`config.mk`:
```
export PLATFORM = sky130hd
export DESIGN_NAME = dual_issue_scheduler
export DESIGN_NICKNAME = d
export VERILOG_FILES = /design/src/rtl/issue_pkg.sv /design/src/rtl/issue_hazard_check.sv /design/src/rtl/dual_issue_scheduler.sv
export SDC_FILE = /design/constraint.sdc
export NUM_CORES = 1
export LEC_CHECK = 0
export CORE_ASPECT_RATIO = 1.1
export CORE_MARGIN = 3
export CORE_UTILIZATION = 58
export CTS_CLUSTER_SIZE = 20
export DETAILED_ROUTE_END_ITERATION = 10
export DONT_BUFFER_PORTS = 1
export GPL_ROUTABILITY_DRIVEN = 1
export GPL_TIMING_DRIVEN = 0
export PLACE_DENSITY = 0.85
export SLEW_MARGIN = 20
export SYNTH_ARGS = -nofsm -noshare
export SYNTH_HDL_FRONTEND = slang
export SYNTH_SLANG_ARGS = --single-unit
export TNS_END_PERCENT = 1
```
`constraint.sdc`:
```
create_clock -name clk -period 3.1 [get_ports clk]
set_input_delay 0.31 -clock clk [delete_from_list [all_inputs] [get_ports clk]]
set_output_delay 0.31 -clock clk [all_outputs]
set_load 0.02 [all_outputs]
```
`src/rtl/issue_pkg.sv`:
```
// Shared opcode constants, scheduler states and instruction-class helpers
// for the dual-issue scheduler.
package issue_pkg;

  localparam logic [6:0] OP_OP     = 7'b0110011;
  localparam logic [6:0] OP_IMM    = 7'b0010011;
  localparam logic [6:0] OP_LUI    = 7'b0110111;
  localparam logic [6:0] OP_AUIPC  = 7'b0010111;
  localparam logic [6:0] OP_LOAD   = 7'b0000011;
  localparam logic [6:0] OP_STORE  = 7'b0100011;
  localparam logic [6:0] OP_BRANCH = 7'b1100011;
  localparam logic [6:0] OP_JAL    = 7'b1101111;
  localparam logic [6:0] OP_JALR   = 7'b1100111;

  typedef enum logic [1:0] {
    S_PAIR    = 2'd0,
    S_SPLIT_B = 2'd1,
    S_BUBBLE  = 2'd2
  } state_e;

  function automatic logic reads_rs1(input logic [6:0] op);
    case (op)
      OP_OP, OP_IMM, OP_LOAD, OP_STORE, OP_BRANCH, OP_JALR: reads_rs1 = 1'b1;
      default: reads_rs1 = 1'b0;
    endcase
  endfunction

  function automatic logic reads_rs2(input logic [6:0] op);
    case (op)
      OP_OP, OP_STORE, OP_BRANCH: reads_rs2 = 1'b1;
      default: reads_rs2 = 1'b0;
    endcase
  endfunction

  function automatic logic writes_rd(input logic [6:0] op);
    case (op)
      OP_OP, OP_IMM, OP_LOAD, OP_LUI, OP_AUIPC, OP_JAL, OP_JALR: writes_rd = 1'b1;
      default: writes_rd = 1'b0;
    endcase
  endfunction

  function automatic logic is_lane_b_legal(input logic [6:0] op);
    case (op)
      OP_OP, OP_IMM, OP_LUI: is_lane_b_legal = 1'b1;
      default: is_lane_b_legal = 1'b0;
    endcase
  endfunction

  function automatic logic is_load(input logic [6:0] op);
    is_load = (op == OP_LOAD);
  endfunction

  function automatic logic is_ctrl(input logic [6:0] op);
    case (op)
      OP_BRANCH, OP_JAL, OP_JALR: is_ctrl = 1'b1;
      default: is_ctrl = 1'b0;
    endcase
  endfunction

endpackage

```
`src/rtl/issue_hazard_check.sv`:
```
// Combinational intra-pair split and load-use detection; with pair_mode low
// only the first instruction is considered for issue.
module issue_hazard_check
  import issue_pkg::*;
(
  input  logic [31:0] ins_a,
  input  logic [31:0] ins_b,
  input  logic        pair_mode,
  input  logic        trk_valid,
  input  logic [4:0]  trk_rd,
  output logic        split,
  output logic        load_use
);

  logic [4:0] rd_a_s;
  logic       a_wr_s;
  logic       raw_s;
  logic       waw_s;
  logic       lu_a_s;
  logic       lu_b_s;
  logic       unused_s;

  assign unused_s = ^{ins_a[31:25], ins_a[14:12], ins_b[31:25], ins_b[14:12]};

  assign rd_a_s = ins_a[11:7];
  assign a_wr_s = writes_rd(ins_a[6:0]) && (rd_a_s != 5'd0);
  assign raw_s  = a_wr_s && ((reads_rs1(ins_b[6:0]) && (ins_b[19:15] == rd_a_s)) ||
                             (reads_rs2(ins_b[6:0]) && (ins_b[24:20] == rd_a_s)));
  assign waw_s  = a_wr_s && writes_rd(ins_b[6:0]) && (ins_b[11:7] == rd_a_s);

  assign split = pair_mode && (!is_lane_b_legal(ins_b[6:0]) || is_ctrl(ins_a[6:0]) ||
                               raw_s || waw_s);

  assign lu_a_s = trk_valid && (trk_rd != 5'd0) &&
                  ((reads_rs1(ins_a[6:0]) && (ins_a[19:15] == trk_rd)) ||
                   (reads_rs2(ins_a[6:0]) && (ins_a[24:20] == trk_rd)));
  assign lu_b_s = trk_valid && (trk_rd != 5'd0) &&
                  ((reads_rs1(ins_b[6:0]) && (ins_b[19:15] == trk_rd)) ||
                   (reads_rs2(ins_b[6:0]) && (ins_b[24:20] == trk_rd)));

  // A split pair only issues its older half now, so B is checked later
  assign load_use = lu_a_s || (pair_mode && !split && lu_b_s);

endmodule

```
`src/rtl/dual_issue_scheduler.sv`:
```
// Dual-lane issue scheduler: pair splitting and load-use bubbles.
// Optional performance counters under `ISSUE_PERF_CNT_EN.
module dual_issue_scheduler
  import issue_pkg::*;
#(
  parameter int XLEN             = 32,
  parameter int LOAD_USE_BUBBLES = 1
`ifdef ISSUE_PERF_CNT_EN
  , parameter int PERF_CNT_W     = 32
`endif
) (
  input  logic            clk,
  input  logic            rst_n,
  input  logic            pair_valid,
  input  logic [XLEN-1:0] instr_a,
  input  logic [XLEN-1:0] instr_b,
  output logic            pair_ready,
  input  logic            exec_ready,
  input  logic            flush,
  output logic            issue_valid_a,
  output logic [XLEN-1:0] issue_instr_a,
  output logic            issue_valid_b,
  output logic [XLEN-1:0] issue_instr_b,
  output logic            trigger
`ifdef ISSUE_PERF_CNT_EN
  , output logic [PERF_CNT_W-1:0] perf_pairs
  , output logic [PERF_CNT_W-1:0] perf_splits
  , output logic [PERF_CNT_W-1:0] perf_bubbles
`endif
);

  state_e          state_r, ret_r, eff_state_s, nxt_state_s, nxt_ret_s;
  logic [1:0]      cnt_r, nxt_cnt_s;
  logic            trk_v_r, nxt_trk_v_s, trk_eff_v_s;
  logic [4:0]      trk_rd_r, nxt_trk_rd_s;
  logic [XLEN-1:0] held_r, nxt_held_s;
  logic            advance_s, in_bubble_s, bubble_done_s, ready_s;
  logic            split_s, load_use_s;
  logic [31:0]     chk_a_s;
  logic            nxt_va_s, nxt_vb_s, nxt_trig_s;
  logic [XLEN-1:0] nxt_ia_s, nxt_ib_s, issue_word_s;
  logic            issue_a_s, ev_pair_s, ev_split_s, ev_bubble_s;

  assign advance_s     = exec_ready | ~(issue_valid_a | issue_valid_b);
  assign in_bubble_s   = (state_r == S_BUBBLE);
  assign bubble_done_s = in_bubble_s && (cnt_r == 2'd0);
  assign trk_eff_v_s   = trk_v_r && !in_bubble_s;
  assign pair_ready    = advance_s & ~flush & ready_s;

  // State that decides this cycle's issue; the last bubble cycle acts as its return state
  always_comb begin
    if (bubble_done_s) begin
      eff_state_s = ret_r;
    end else begin
      eff_state_s = state_r;
    end
    if (eff_state_s == S_SPLIT_B) begin
      chk_a_s = held_r[31:0];
    end else begin
      chk_a_s = instr_a[31:0];
    end
  end

  issue_hazard_check u_hazard (
    .ins_a     (chk_a_s),
    .ins_b     (instr_b[31:0]),
    .pair_mode (eff_state_s == S_PAIR),
    .trk_valid (trk_eff_v_s),
    .trk_rd    (trk_rd_r),
    .split     (split_s),
    .load_use  (load_use_s)
  );

  // Next-state and issue-slot decision
  always_comb begin
    nxt_state_s  = state_r;
    nxt_ret_s    = ret_r;
    nxt_cnt_s    = cnt_r;
    nxt_va_s     = 1'b0;
    nxt_vb_s     = 1'b0;
    nxt_ia_s     = issue_instr_a;
    nxt_ib_s     = issue_instr_b;
    nxt_trig_s   = 1'b0;
    nxt_trk_v_s  = trk_v_r;
    nxt_trk_rd_s = trk_rd_r;
    nxt_held_s   = held_r;
    ready_s      = 1'b0;
    issue_a_s    = 1'b0;
    issue_word_s = instr_a;
    ev_pair_s    = 1'b0;
    ev_split_s   = 1'b0;
    ev_bubble_s  = 1'b0;
    if (in_bubble_s && (cnt_r != 2'd0)) begin
      nxt_cnt_s   = cnt_r - 2'd1;
      nxt_trig_s  = 1'b1;
      ev_bubble_s = 1'b1;
    end else if (load_use_s && ((eff_state_s == S_SPLIT_B) || pair_valid)) begin
      nxt_state_s = S_BUBBLE;
      nxt_ret_s   = eff_state_s;
      nxt_cnt_s   = 2'(LOAD_USE_BUBBLES - 1);
      nxt_trig_s  = 1'b1;
      ev_bubble_s = 1'b1;
    end else begin
      case (eff_state_s)
        S_SPLIT_B: begin
          nxt_va_s     = 1'b1;
          nxt_ia_s     = held_r;
          issue_a_s    = 1'b1;
          issue_word_s = held_r;
          ready_s      = 1'b1;
          nxt_state_s  = S_PAIR;
        end
        S_PAIR: begin
          nxt_state_s = S_PAIR;
          if (!pair_valid) begin
            nxt_va_s = 1'b0;
          end else if (split_s) begin
            nxt_va_s    = 1'b1;
            nxt_ia_s    = instr_a;
            issue_a_s   = 1'b1;
            nxt_held_s  = instr_b;
            nxt_state_s = S_SPLIT_B;
            ev_split_s  = 1'b1;
          end else begin
            nxt_va_s  = 1'b1;
            nxt_ia_s  = instr_a;
            nxt_vb_s  = 1'b1;
            nxt_ib_s  = instr_b;
            issue_a_s = 1'b1;
            ready_s   = 1'b1;
            ev_pair_s = 1'b1;
          end
        end
        default: begin
          nxt_state_s = S_PAIR;
        end
      endcase
    end
    if (issue_a_s) begin
      nxt_trk_v_s  = is_load(issue_word_s[6:0]) && (issue_word_s[11:7] != 5'd0);
      nxt_trk_rd_s = issue_word_s[11:7];
    end else if (bubble_done_s) begin
      nxt_trk_v_s = 1'b0;
    end else begin
      nxt_trk_v_s = trk_v_r;
    end
  end

  // Registered state and issue slots; flush clears, stalls hold everything
  always_ff @(posedge clk or negedge rst_n) begin
    if (!rst_n) begin
      state_r       <= S_PAIR;
      ret_r         <= S_PAIR;
      cnt_r         <= 2'd0;
      trk_v_r       <= 1'b0;
      trk_rd_r      <= 5'd0;
      held_r        <= '0;
      issue_valid_a <= 1'b0;
      issue_valid_b <= 1'b0;
      issue_instr_a <= '0;
      issue_instr_b <= '0;
      trigger       <= 1'b0;
    end else if (flush) begin
      state_r       <= S_PAIR;
      cnt_r         <= 2'd0;
      trk_v_r       <= 1'b0;
      issue_valid_a <= 1'b0;
      issue_valid_b <= 1'b0;
      trigger       <= 1'b0;
    end else if (advance_s) begin
      state_r       <= nxt_state_s;
      ret_r         <= nxt_ret_s;
      cnt_r         <= nxt_cnt_s;
      trk_v_r       <= nxt_trk_v_s;
      trk_rd_r      <= nxt_trk_rd_s;
      held_r        <= nxt_held_s;
      issue_valid_a <= nxt_va_s;
      issue_valid_b <= nxt_vb_s;
      issue_instr_a <= nxt_ia_s;
      issue_instr_b <= nxt_ib_s;
      trigger       <= nxt_trig_s;
    end
  end

`ifdef ISSUE_PERF_CNT_EN
  // Wrapping event counters, frozen while the issue stage stalls
  always_ff @(posedge clk or negedge rst_n) begin
    if (!rst_n) begin
      perf_pairs   <= '0;
      perf_splits  <= '0;
      perf_bubbles <= '0;
    end else if (!flush && advance_s) begin
      perf_pairs   <= perf_pairs + PERF_CNT_W'(ev_pair_s);
      perf_splits  <= perf_splits + PERF_CNT_W'(ev_split_s);
      perf_bubbles <= perf_bubbles + PERF_CNT_W'(ev_bubble_s);
    end
  end
`else
  logic unused_ev_s;
  assign unused_ev_s = ev_pair_s ^ ev_split_s ^ ev_bubble_s;
`endif

endmodule

```
==> results.sh, run 1 <==
export IMPL_grt_pass1_wl_mm=31.9
export IMPL_die_height_um=119
export IMPL_n_antenna_cell=0
export IMPL_synthToLayoutAreaGrowth_pct=14.5
export IMPL_pwr_share_seq_pct=50.4
export IMPL_finClkSkew_ns=0.00530
export IMPL_first_pass_iters=7
export IMPL_drt_iter0_drc=518
export IMPL_overflow=0
export IMPL_p_total_w=0.00420
export IMPL_p_sw_w=0.00147
export IMPL_ir_drop_v=0.000292
export IMPL_synth_cells=615
export IMPL_wl_per_cell_um=25.8
export IMPL_cp_end_kind="output pin"
export IMPL_antenna_found_initial=0
export IMPL_design_area_sq_um=7680
export IMPL_rows=40
export IMPL_yosys_area_top_type="dfrtp_1"
export IMPL_slew_violations=0
export IMPL_gp_congestion=0.944
export IMPL_drt_vias_per_instance=6.81
export IMPL_grt_pass1_vias=5557
export IMPL_cpMostUsedCell="buf_4"
export IMPL_core_sq_um=11100
export IMPL_io_buffers=0
export IMPL_synthesis_area_sq_um=6700
export IMPL_design_die_area_sq_um=12900
export IMPL_p_clk_share_pct=26.6
export IMPL_yosysMostFrequentCell="dfrtp_1"
export IMPL_layout_drive_gt1_share_pct=29.1
export IMPL_power_internal_w=0.00274
export IMPL_reg2reg_depth=16
export IMPL_track_usage_pct=32.3
export IMPL_clk_pin_slew_ns=0.07
export IMPL_ys_seq_area_share_pct=41.4
export IMPL_max_freq_mhz=269
export IMPL_critPathLaunchType="flop"
export IMPL_grt_start_max_net_pins=112
export IMPL_crit_type="flop to output pin"
export IMPL_whs_path_depth=1
export IMPL_async_reset_ff_share_pct=100
export IMPL_hold_violations=0
export IMPL_layout_min_cycle_time_ns=3.71
export IMPL_syn_num_nets=685
export IMPL_totalWireLength_mm=20.6
export IMPL_synth_top_area_share_pct=41.4
export IMPL_num_vias=5446
export IMPL_power_density_nw_per_um2=548
export IMPL_ant_nets=0
export IMPL_dpl_instance_area_sq_um=6940
export IMPL_dpl_hpwl_mm=14.7
export IMPL_ys_warn_count=0
export IMPL_drc=0
export IMPL_post_place_ws_ns=-0.936
export IMPL_tightest_slew_ns=0.964
export IMPL_violations="negative setup slack"
export IMPL_die_w_um=108
export IMPL_critPathMaxStageDelay_ns=0.60
export IMPL_setup_viol=110
export IMPL_h_tree_depth=3
export IMPL_crit_slowest_cell="or4b_4"
export IMPL_grt_setup_unrepaired="true"
export IMPL_finalCritPeriodShare_pct=120
export IMPL_synth_edf_count=0
export IMPL_synth_avg_cell_area_sq_um=10.9
export IMPL_start_util_pct=60.3
export IMPL_pwr_share_comb_pct=23.0
export IMPL_ys_flop_type="dfrtp_1"
export IMPL_setup_ws_ns=-0.612
export IMPL_swShare_pct=34.9
export IMPL_synth_common_cells="111 x dfrtp_1, 53 x mux2_4, 47 x a21oi_1"
export IMPL_min_path_type="primary input to flop"
export IMPL_ys_ff_latch=111
export IMPL_cts_root_buf="clkbuf_16"
export IMPL_p_leak_nw=3.42
export IMPL_holdWs_ns=0.00475
export IMPL_tritoncts="built"
export IMPL_cp_max_fo=6
export IMPL_clk_latency_ns=0.36
export IMPL_final_nets=718
export IMPL_yosys_top_cells_area="dfrtp_1 41%, mux2_4 12%, mux2i_1 5.2%, a31oi_1 3.5%, a21oi_1 3.5%"
export IMPL_cp_required_ns=2.79
export IMPL_status="finished, violations left"
export IMPL_cts_buffers_inserted=9
export IMPL_num_io_pins=137
export IMPL_synth_distinct_cells=80
export IMPL_path_cells="inv_2 -> ha_4 -> nand3b_1 -> buf_4 -> o21ai_4 -> buf_4 -> o211ai_1 -> or4b_4 -> a2111oi_4 -> nor4bb_1 -> buf_4 -> buf_8 -> buf_6 -> a21boi_4"
export IMPL_clockBufferDepth=2
export IMPL_arrival_ns=3.40
export IMPL_cts_sinks=111
export IMPL_cap_viol_max_count=0
export IMPL_max_slew_margin_rel_pct=35.8
==> stage by stage <==
step,utilization [%],instances,TNS (ns)
final,69.1,800,-47.13
after global routing,69.1,800,-60.21
after detailed placement,62.4,762,-85.15
after global placement,62.4,762,-77.82
after floorplan,-,615,-11.60
after CTS,68.1,800,-53.42
==> repair_timing <==
| item | in CTS | in global routing |
|---|---|---|
| gates resized for setup | 33 | 27 |
| setup buffers | 21 | 4 |
| hold buffers | 2 | 0 |
| pin swaps | 12 | 9 |
| setup endpoints to repair | 112 | 112 |
| endpoints found under the hold margin | 111 | 0 |
==> cell type report <==
cell class                 count  area, sq um
fill                         817         3430
clock buffer                   9          225
multi-input combinational    442         3800
buffer                        42          335
sequential                   111         2780
clock inverter                 7         56.3
inverter                      15         56.3
tap                          147          184
timing repair buffer          27          240
==> layer usage <==
metal  vias up  global-route usage, %  routed length [um]
li1       2348                      -                   -
met1      2709                   38.9                7650
met2       317                   53.3               10000
met3        72                   9.94                2010
met4         0                   12.9                 898
met5         -                      0                   0
==> worst max-delay path: cells and delay by family (launching register included) <==
| family | cells | cell delay [ns] |
|---|---|---|
| buffers and inverters | 6 | 0.82 |
| adders and majority gates | 1 | 0.17 |
| AOI/OAI and AO/OA | 4 | 0.84 |
| DFF | 1 | 0.41 |
| and+or+nand+nor | 3 | 0.79 |
==> cells in the final DEF, fill, tap and decap left out, types with 5 or more instances in the layout <==
master	netlist	layout
buf_12	5	5
a211oi_1	6	6
o21ai_0	12	12
nor3_1	16	16
mux2_4	53	55
mux2i_1	35	33
clkbuf_1	21	16
buf_6	4	13
clkbuf_16	0	9
nand3_1	12	12
inv_1	15	13
xnor2_1	16	16
o211ai_1	7	7
a21oi_2	0	18
nor2_1	24	22
nand2b_1	19	18
a21oi_1	47	29
nor2b_1	6	6
mux2_2	14	13
nand2_1	22	22
a31oi_1	38	34
buf_4	5	23
or4_1	5	5
xor2_1	17	16
dfrtp_1	111	111
==> cells by family after synthesis <==
logic type | count (synthesis) | synth area share [%]
buffers and inverters | 62 | 5.58
adder cells (fa/ha/maj) | 2 | 0.336
AND/OR/NAND/NOR | 153 | 13.7
AO/OA/AOI/OAI | 151 | 15.0
XOR/XNOR | 33 | 4.31
multiplexers | 103 | 19.6
flip-flops | 111 | 41.4
==> path summary, 6_finish.rpt <==
check	start	end	slack, ns
worst max-delay path	cnt_r[1]	pair_ready	-0.61
worst max register to register	cnt_r[1]	issue_instr_b[30]	-0.57
min in group asynchronous	rst_n	issue_instr_b[27]	0.60
worst min-delay path	flush	cnt_r[1]	0.005
worst min register to register	held_r[12]	held_r[12]	0.52
max in group asynchronous	rst_n	issue_instr_b[23]	2.09
==> power groups by stage <==
stage	Combinational (W)	Clock, W	Sequential (W)
4_1_cts	0.000962	0.00113	0.00208
6_report	0.000965	0.00112	0.00212
3_5_place_dp	0.000889	0	0.00209
3_3_place_gp	0.000861	0	0.00208
5_1_grt	0.00104	0.00119	0.00215
2_1_floorplan	0.000727	0	0.00201
==> state kept, by name, summed over array words and instances (netlist names) <==
signal	flops
held_r	32
issue_instr_a	32
issue_instr_b	32
trk_rd_r	5
cnt_r	2
ret_r	2
state_r	2
issue_valid_a	1
issue_valid_b	1
trigger	1
trk_v_r	1
No activity file was read; power rests on OpenSTA's default activity.
==> run 2, diff against run 1 <==
--- a/config.mk
+++ b/config.mk
@@ -12,7 +12,6 @@
 export DETAILED_ROUTE_END_ITERATION = 10
 export DONT_BUFFER_PORTS = 1
 export GPL_ROUTABILITY_DRIVEN = 1
-export GPL_TIMING_DRIVEN = 0
 export PLACE_DENSITY = 0.85
 export SLEW_MARGIN = 20
 export SYNTH_ARGS = -nofsm -noshare
==> results.sh, run 2 (synthesis results as in run 1) <==
export IMPL_start_util_pct=60.3
export IMPL_wl_per_cell_um=26.6
export IMPL_tritoncts="built"
export IMPL_dpl_hpwl_mm=15.9
export IMPL_design_area_sq_um=8210
export IMPL_num_io_pins=137
export IMPL_setup_tns_final_ns=-23.97
export IMPL_final_nets=761
export IMPL_grt_start_max_net_pins=112
export IMPL_setup_viol=103
export IMPL_swShare_pct=34.3
export IMPL_drt_iter0_drc=657
export IMPL_ant_nets=0
export IMPL_grt_pass1_wl_mm=33.3
export IMPL_finClkSkew_ns=0.00847
export IMPL_p_sw_w=0.00154
export IMPL_min_path_type="primary input to flop"
export IMPL_final_util_pct=73.9
export IMPL_max_freq_mhz=278
export IMPL_n_antenna_cell=0
export IMPL_clk_latency_ns=0.37
export IMPL_track_usage_pct=34.3
export IMPL_setup_ws_ns=-0.497
export IMPL_grt_pass1_vias=5788
export IMPL_grt_setup_unrepaired="true"
export IMPL_first_pass_iters=6
export IMPL_die_height_um=119
export IMPL_synthToLayoutAreaGrowth_pct=22.4
export IMPL_critPathLaunchType="flop"
export IMPL_arrival_ns=3.29
export IMPL_cts_root_buf="clkbuf_16"
export IMPL_max_slew_margin_rel_pct=42.4
export IMPL_final_cell_mix="111 x dfrtp_1, 90 x buf_4, 54 x mux2_4"
export IMPL_status="finished, violations left"
export IMPL_totalWireLength_mm=22.4
export IMPL_cts_sinks=111
export IMPL_num_vias=5682
export IMPL_h_tree_depth=3
export IMPL_p_leak_nw=3.73
export IMPL_cap_viol_max_count=0
export IMPL_die_w_um=108
export IMPL_pwr_share_comb_pct=26.0
export IMPL_clockBufferDepth=2
export IMPL_p_total_w=0.00451
export IMPL_fillerInstances=727
export IMPL_antenna_found_initial=0
export IMPL_design_die_area_sq_um=12900
export IMPL_finalCritPeriodShare_pct=116
export IMPL_largest_registers="held_r: 32 flops, issue_instr_a: 32 flops, issue_instr_b: 32 flops"
export IMPL_layout_drive_gt1_share_pct=36.8
export IMPL_layout_min_cycle_time_ns=3.60
export IMPL_gp_congestion=0.977
export IMPL_overflow=0
export IMPL_cp_end_kind="output pin"
export IMPL_slew_violations=0
export IMPL_core_sq_um=11100
export IMPL_cts_buffers_inserted=9
export IMPL_power_internal_w=0.00296
export IMPL_drt_vias_per_instance=6.74
export IMPL_rows=40
export IMPL_ir_drop_v=0.000432
export IMPL_p_clk_share_pct=27.6
export IMPL_io_buffers=0
export IMPL_power_density_nw_per_um2=549
export IMPL_tightest_slew_ns=0.855
export IMPL_dpl_instance_area_sq_um=7410
export IMPL_drc=0
export IMPL_layout_commonest_cell="dfrtp_1"
export IMPL_hold_violations=0
export IMPL_cp_max_fo=10
export IMPL_cp_required_ns=2.79
export IMPL_pwr_share_seq_pct=46.4
export IMPL_crit_type="flop to output pin"
export IMPL_clk_pin_slew_ns=0.08
export IMPL_holdWs_ns=0.0574
export IMPL_violations="negative setup slack"
## run 2: changes by cell type in the layout (fill, tap and decap cells not counted), sizes merged
cell and change:
buf +60, clkbuf -17, bufinv +1, clkinvlp -1, dlygate4sd3 +1, inv -1
## run 2: area by class of cell
class | instances | area, sq um | area share [%]
multi-input combinational | 442 | 3860 | 47.1
sequential | 111 | 2780 | 33.8
timing repair buffer | 112 | 1010 | 12.3
clock buffer | 10 | 239 | 2.91
tap | 147 | 184 | 2.24
clock inverter | 6 | 77.6 | 0.945
inverter | 15 | 56.3 | 0.686
## run 2: routing by layer
metal	GRT usage (%)	part of all wire, %	routed length [um]
met1	42.5	38	8610
met2	57.0	49	11000
met3	7.43	8.7	1950
met4	14.8	3.9	871
met5	0	0	0
## run 2: worst paths after layout
check / start / to / slack [ns] / cells after the start
min in group asynchronous: rst_n / held_r[25] / 0.54 / 2
worst min-delay path: flush / cnt_r[0] / 0.06 / 1
max in group asynchronous: rst_n / issue_instr_b[6] / 2.09 / 2
worst max-delay path: cnt_r[1] / pair_ready / -0.50 / 15
worst max register to register: cnt_r[1] / held_r[31] / -0.33 / 16
worst min register to register: held_r[13] / held_r[13] / 0.53 / 1
## run 2: through the flow
step / setup slack (ns) / instances
floorplan: -0.221 / 615
global placement: -0.921 / 810
detailed placement: -0.952 / 810
CTS: -0.410 / 843
global route: -0.648 / 843
finish: -0.497 / 843
## run 2: worst max-delay path, cell delays in order (launching register included)
cell and delay (ns):
dfrtp_1 0.37, inv_2 0.06, ha_4 0.17, and3b_2 0.23, buf_4 0.16, a21oi_4 0.17, buf_12 0.15, buf_12 0.16
mux2i_2 0.33, xnor2_1 0.18, nor4_2 0.05, nand4_1 0.14, nor4bb_4 0.24, buf_4 0.18, buf_12 0.10, a21boi_4 0.23
## run 2: power groups by stage
stage                     clock network, W  registers (W)  logic (W)
after floorplan                          0        0.00201   0.000727
after global placement                   0        0.00208   0.000984
after detailed placement                 0        0.00209    0.00102
after CTS                          0.00126        0.00207    0.00111
after global routing               0.00131        0.00211    0.00124
final                              0.00124        0.00209    0.00117
## run 2: what timing repair did
action	4_1_cts	5_1_grt
setup endpoints to repair	112	112
buffers inserted	14	0
endpoints found under the hold margin	112	0
hold buffers	3	0
pin swaps	14	5
resized for setup	35	34
==> run 3, diff against run 2 <==
--- a/config.mk
+++ b/config.mk
@@ -7,12 +7,13 @@
 export LEC_CHECK = 0
 export CORE_ASPECT_RATIO = 1.1
 export CORE_MARGIN = 3
-export CORE_UTILIZATION = 58
+export CORE_UTILIZATION = 55
 export CTS_CLUSTER_SIZE = 20
 export DETAILED_ROUTE_END_ITERATION = 10
 export DONT_BUFFER_PORTS = 1
 export GPL_ROUTABILITY_DRIVEN = 1
-export PLACE_DENSITY = 0.85
+export PLACE_DENSITY = 0.82
+export RECOVER_POWER = 25
 export SLEW_MARGIN = 20
 export SYNTH_ARGS = -nofsm -noshare
 export SYNTH_HDL_FRONTEND = slang
==> results.sh, run 3 (synthesis results as in run 1) <==
export IMPL_swShare_pct=33.4
export IMPL_regArea_sq_um=2780
export IMPL_grt_busiest_layer="met2"
export IMPL_design_die_area_sq_um=13500
export IMPL_grt_pass1_vias=5679
export IMPL_setup_ws_ns=-0.460
export IMPL_final_util_pct=67.6
export IMPL_violations="max-slew violations, negative setup slack"
export IMPL_pwr_share_comb_pct=24.3
export IMPL_num_io_pins=137
export IMPL_synthToLayoutAreaGrowth_pct=17.9
export IMPL_critPathLaunchType="flop"
export IMPL_final_nets=737
export IMPL_gp_congestion=0.985
export IMPL_p_leak_nw=3.62
export IMPL_drt_vias_per_instance=6.59
export IMPL_crit_buf_inv=6
export IMPL_n_antenna_cell=0
export IMPL_clk_pin_slew_ns=0.07
export IMPL_core_sq_um=11700
export IMPL_p_clk_share_pct=27.6
export IMPL_cts_buffers_inserted=9
export IMPL_wl_per_cell_um=25.2
export IMPL_cp_max_fo=8
export IMPL_rows=41
export IMPL_cts_sinks=111
export IMPL_critPathMaxStageDelay_ns=0.48
export IMPL_path_cells="inv_2 -> ha_4 -> buf_6 -> nand4bb_1 -> buf_4 -> nor3_1 -> o21ai_1 -> nand3_1 -> a2111oi_4 -> a2111oi_4 -> nor4bb_4 -> buf_4 -> buf_6 -> nand4_4 -> clkbuf_16 -> mux2_4"
export IMPL_io_buffers=0
export IMPL_crit_family="buffers and inverters"
export IMPL_clk_latency_ns=0.36
export IMPL_crit_type="flop to flop"
export IMPL_cp_required_ns=3.34
export IMPL_layout_commonest_cell="dfrtp_1"
export IMPL_use_met3_pct=8.79
export IMPL_grtUsageMet2_pct=48.6
export IMPL_finClkSkew_ns=0.00551
export IMPL_post_place_ws_ns=-0.627
export IMPL_arrival_ns=3.80
export IMPL_setup_viol=109
export IMPL_multi_input_area_sq_um=3790
export IMPL_layout_min_cycle_time_ns=3.56
export IMPL_cap_viol_max_count=0
export IMPL_cp_end_kind="flop"
export IMPL_max_slew_margin_rel_pct=-0.972
export IMPL_first_pass_iters=5
export IMPL_grt_setup_unrepaired="true"
export IMPL_totalWireLength_mm=20.7
export IMPL_ir_drop_v=0.000412
export IMPL_num_vias=5418
export IMPL_grt_pass1_wl_mm=32.1
export IMPL_max_freq_mhz=281
export IMPL_die_w_um=111
export IMPL_track_usage_pct=30.4
export IMPL_finalCritPeriodShare_pct=115
export IMPL_hold_violations=0
export IMPL_crit_slowest_cell="a2111oi_4"
export IMPL_p_sw_w=0.00144
export IMPL_antenna_found_initial=0
export IMPL_dpl_hpwl_mm=14.9
export IMPL_start_util_pct=57.3
export IMPL_status="finished, violations left"
export IMPL_grtUsageMet1_pct=38.0
export IMPL_pwr_share_seq_pct=48.1
export IMPL_holdWs_ns=0.0609
export IMPL_final_cell_mix="111 x dfrtp_1, 69 x buf_4, 58 x mux2_4"
export IMPL_p_total_w=0.00431
export IMPL_slew_violations=73
export IMPL_drt_iter0_drc=597
export IMPL_ant_nets=0
export IMPL_die_height_um=122
export IMPL_min_path_type="primary input to flop"
export IMPL_overflow=0
export IMPL_cts_root_buf="clkbuf_16"
export IMPL_setup_tns_final_ns=-37.44
export IMPL_power_density_nw_per_um2=545
export IMPL_grt_start_max_net_pins=112
export IMPL_drc=0
export IMPL_largest_registers="held_r: 32 flops, issue_instr_a: 32 flops, issue_instr_b: 32 flops"
export IMPL_fillerInstances=872
export IMPL_clockBufferDepth=2
export IMPL_tritoncts="built"
export IMPL_layout_drive_gt1_share_pct=31.5
export IMPL_tightest_slew_ns=1.51
export IMPL_power_internal_w=0.00287
export IMPL_h_tree_depth=3
==> run 3: changes by cell type in the layout (fill, tap and decap cells not counted), sizes merged <==
cell / change
clkbuf: +3
buf: -27
==> run 3: per-stage QoR <==
step | cell area [sq um] | instances
after floorplan | 6750 | 615
after global placement | 7250 | 792
after detailed placement | 7250 | 792
after CTS | 7810 | 818
after global routing | 7900 | 822
final | 7900 | 822
==> run 3: final timing paths <==
check	startpoint	end	slack, ns	depth (start not counted)
setup reg to reg	cnt_r[1]	issue_instr_b[26]	-0.46	16
hold / removal	flush	cnt_r[0]	0.06	1
setup / recovery	cnt_r[1]	issue_instr_b[26]	-0.46	16
max in group asynchronous	rst_n	held_r[7]	1.22	2
min in group asynchronous	rst_n	issue_instr_b[29]	0.87	2
hold reg to reg	held_r[31]	held_r[31]	0.52	1
==> run 3: power groups by stage <==
stage,sequential (W),combinational (W),clock (W)
detailed placement,0.00209,0.000954,0
global route,0.00210,0.00113,0.00126
CTS,0.00207,0.00103,0.00120
floorplan,0.00201,0.000727,0
global placement,0.00208,0.000924,0
finish,0.00207,0.00105,0.00119
==> run 3: final cells by class <==
class                   instances  share of cell area [%]
multi-input cells             442                    48.0
repair buffers                 88                    9.98
inverters                      15                   0.713
clock inverters                 6                   0.855
flip-flops and latches        111                    35.2
well taps                     150                    2.38
clock buffers                  10                    2.90
==> run 3: repair_timing <==
action | in CTS | in global routing
pin swaps | 18 | 8
gates resized for setup | 36 | 9
endpoints found under the setup margin | 112 | 112
endpoints found under the hold margin | 112 | 0
hold buffers | 3 | 0
buffers inserted | 7 | 2
gates cloned | 0 | 2
==> run 3: metal layers <==
| metal | wire [um] | vias to the layer above |
|---|---|---|
| met5 | 0 | - |
| met4 | 865 | 0 |
| met3 | 1900 | 68 |
| met2 | 9880 | 291 |
| met1 | 8100 | 2679 |
| li1 | - | 2380 |
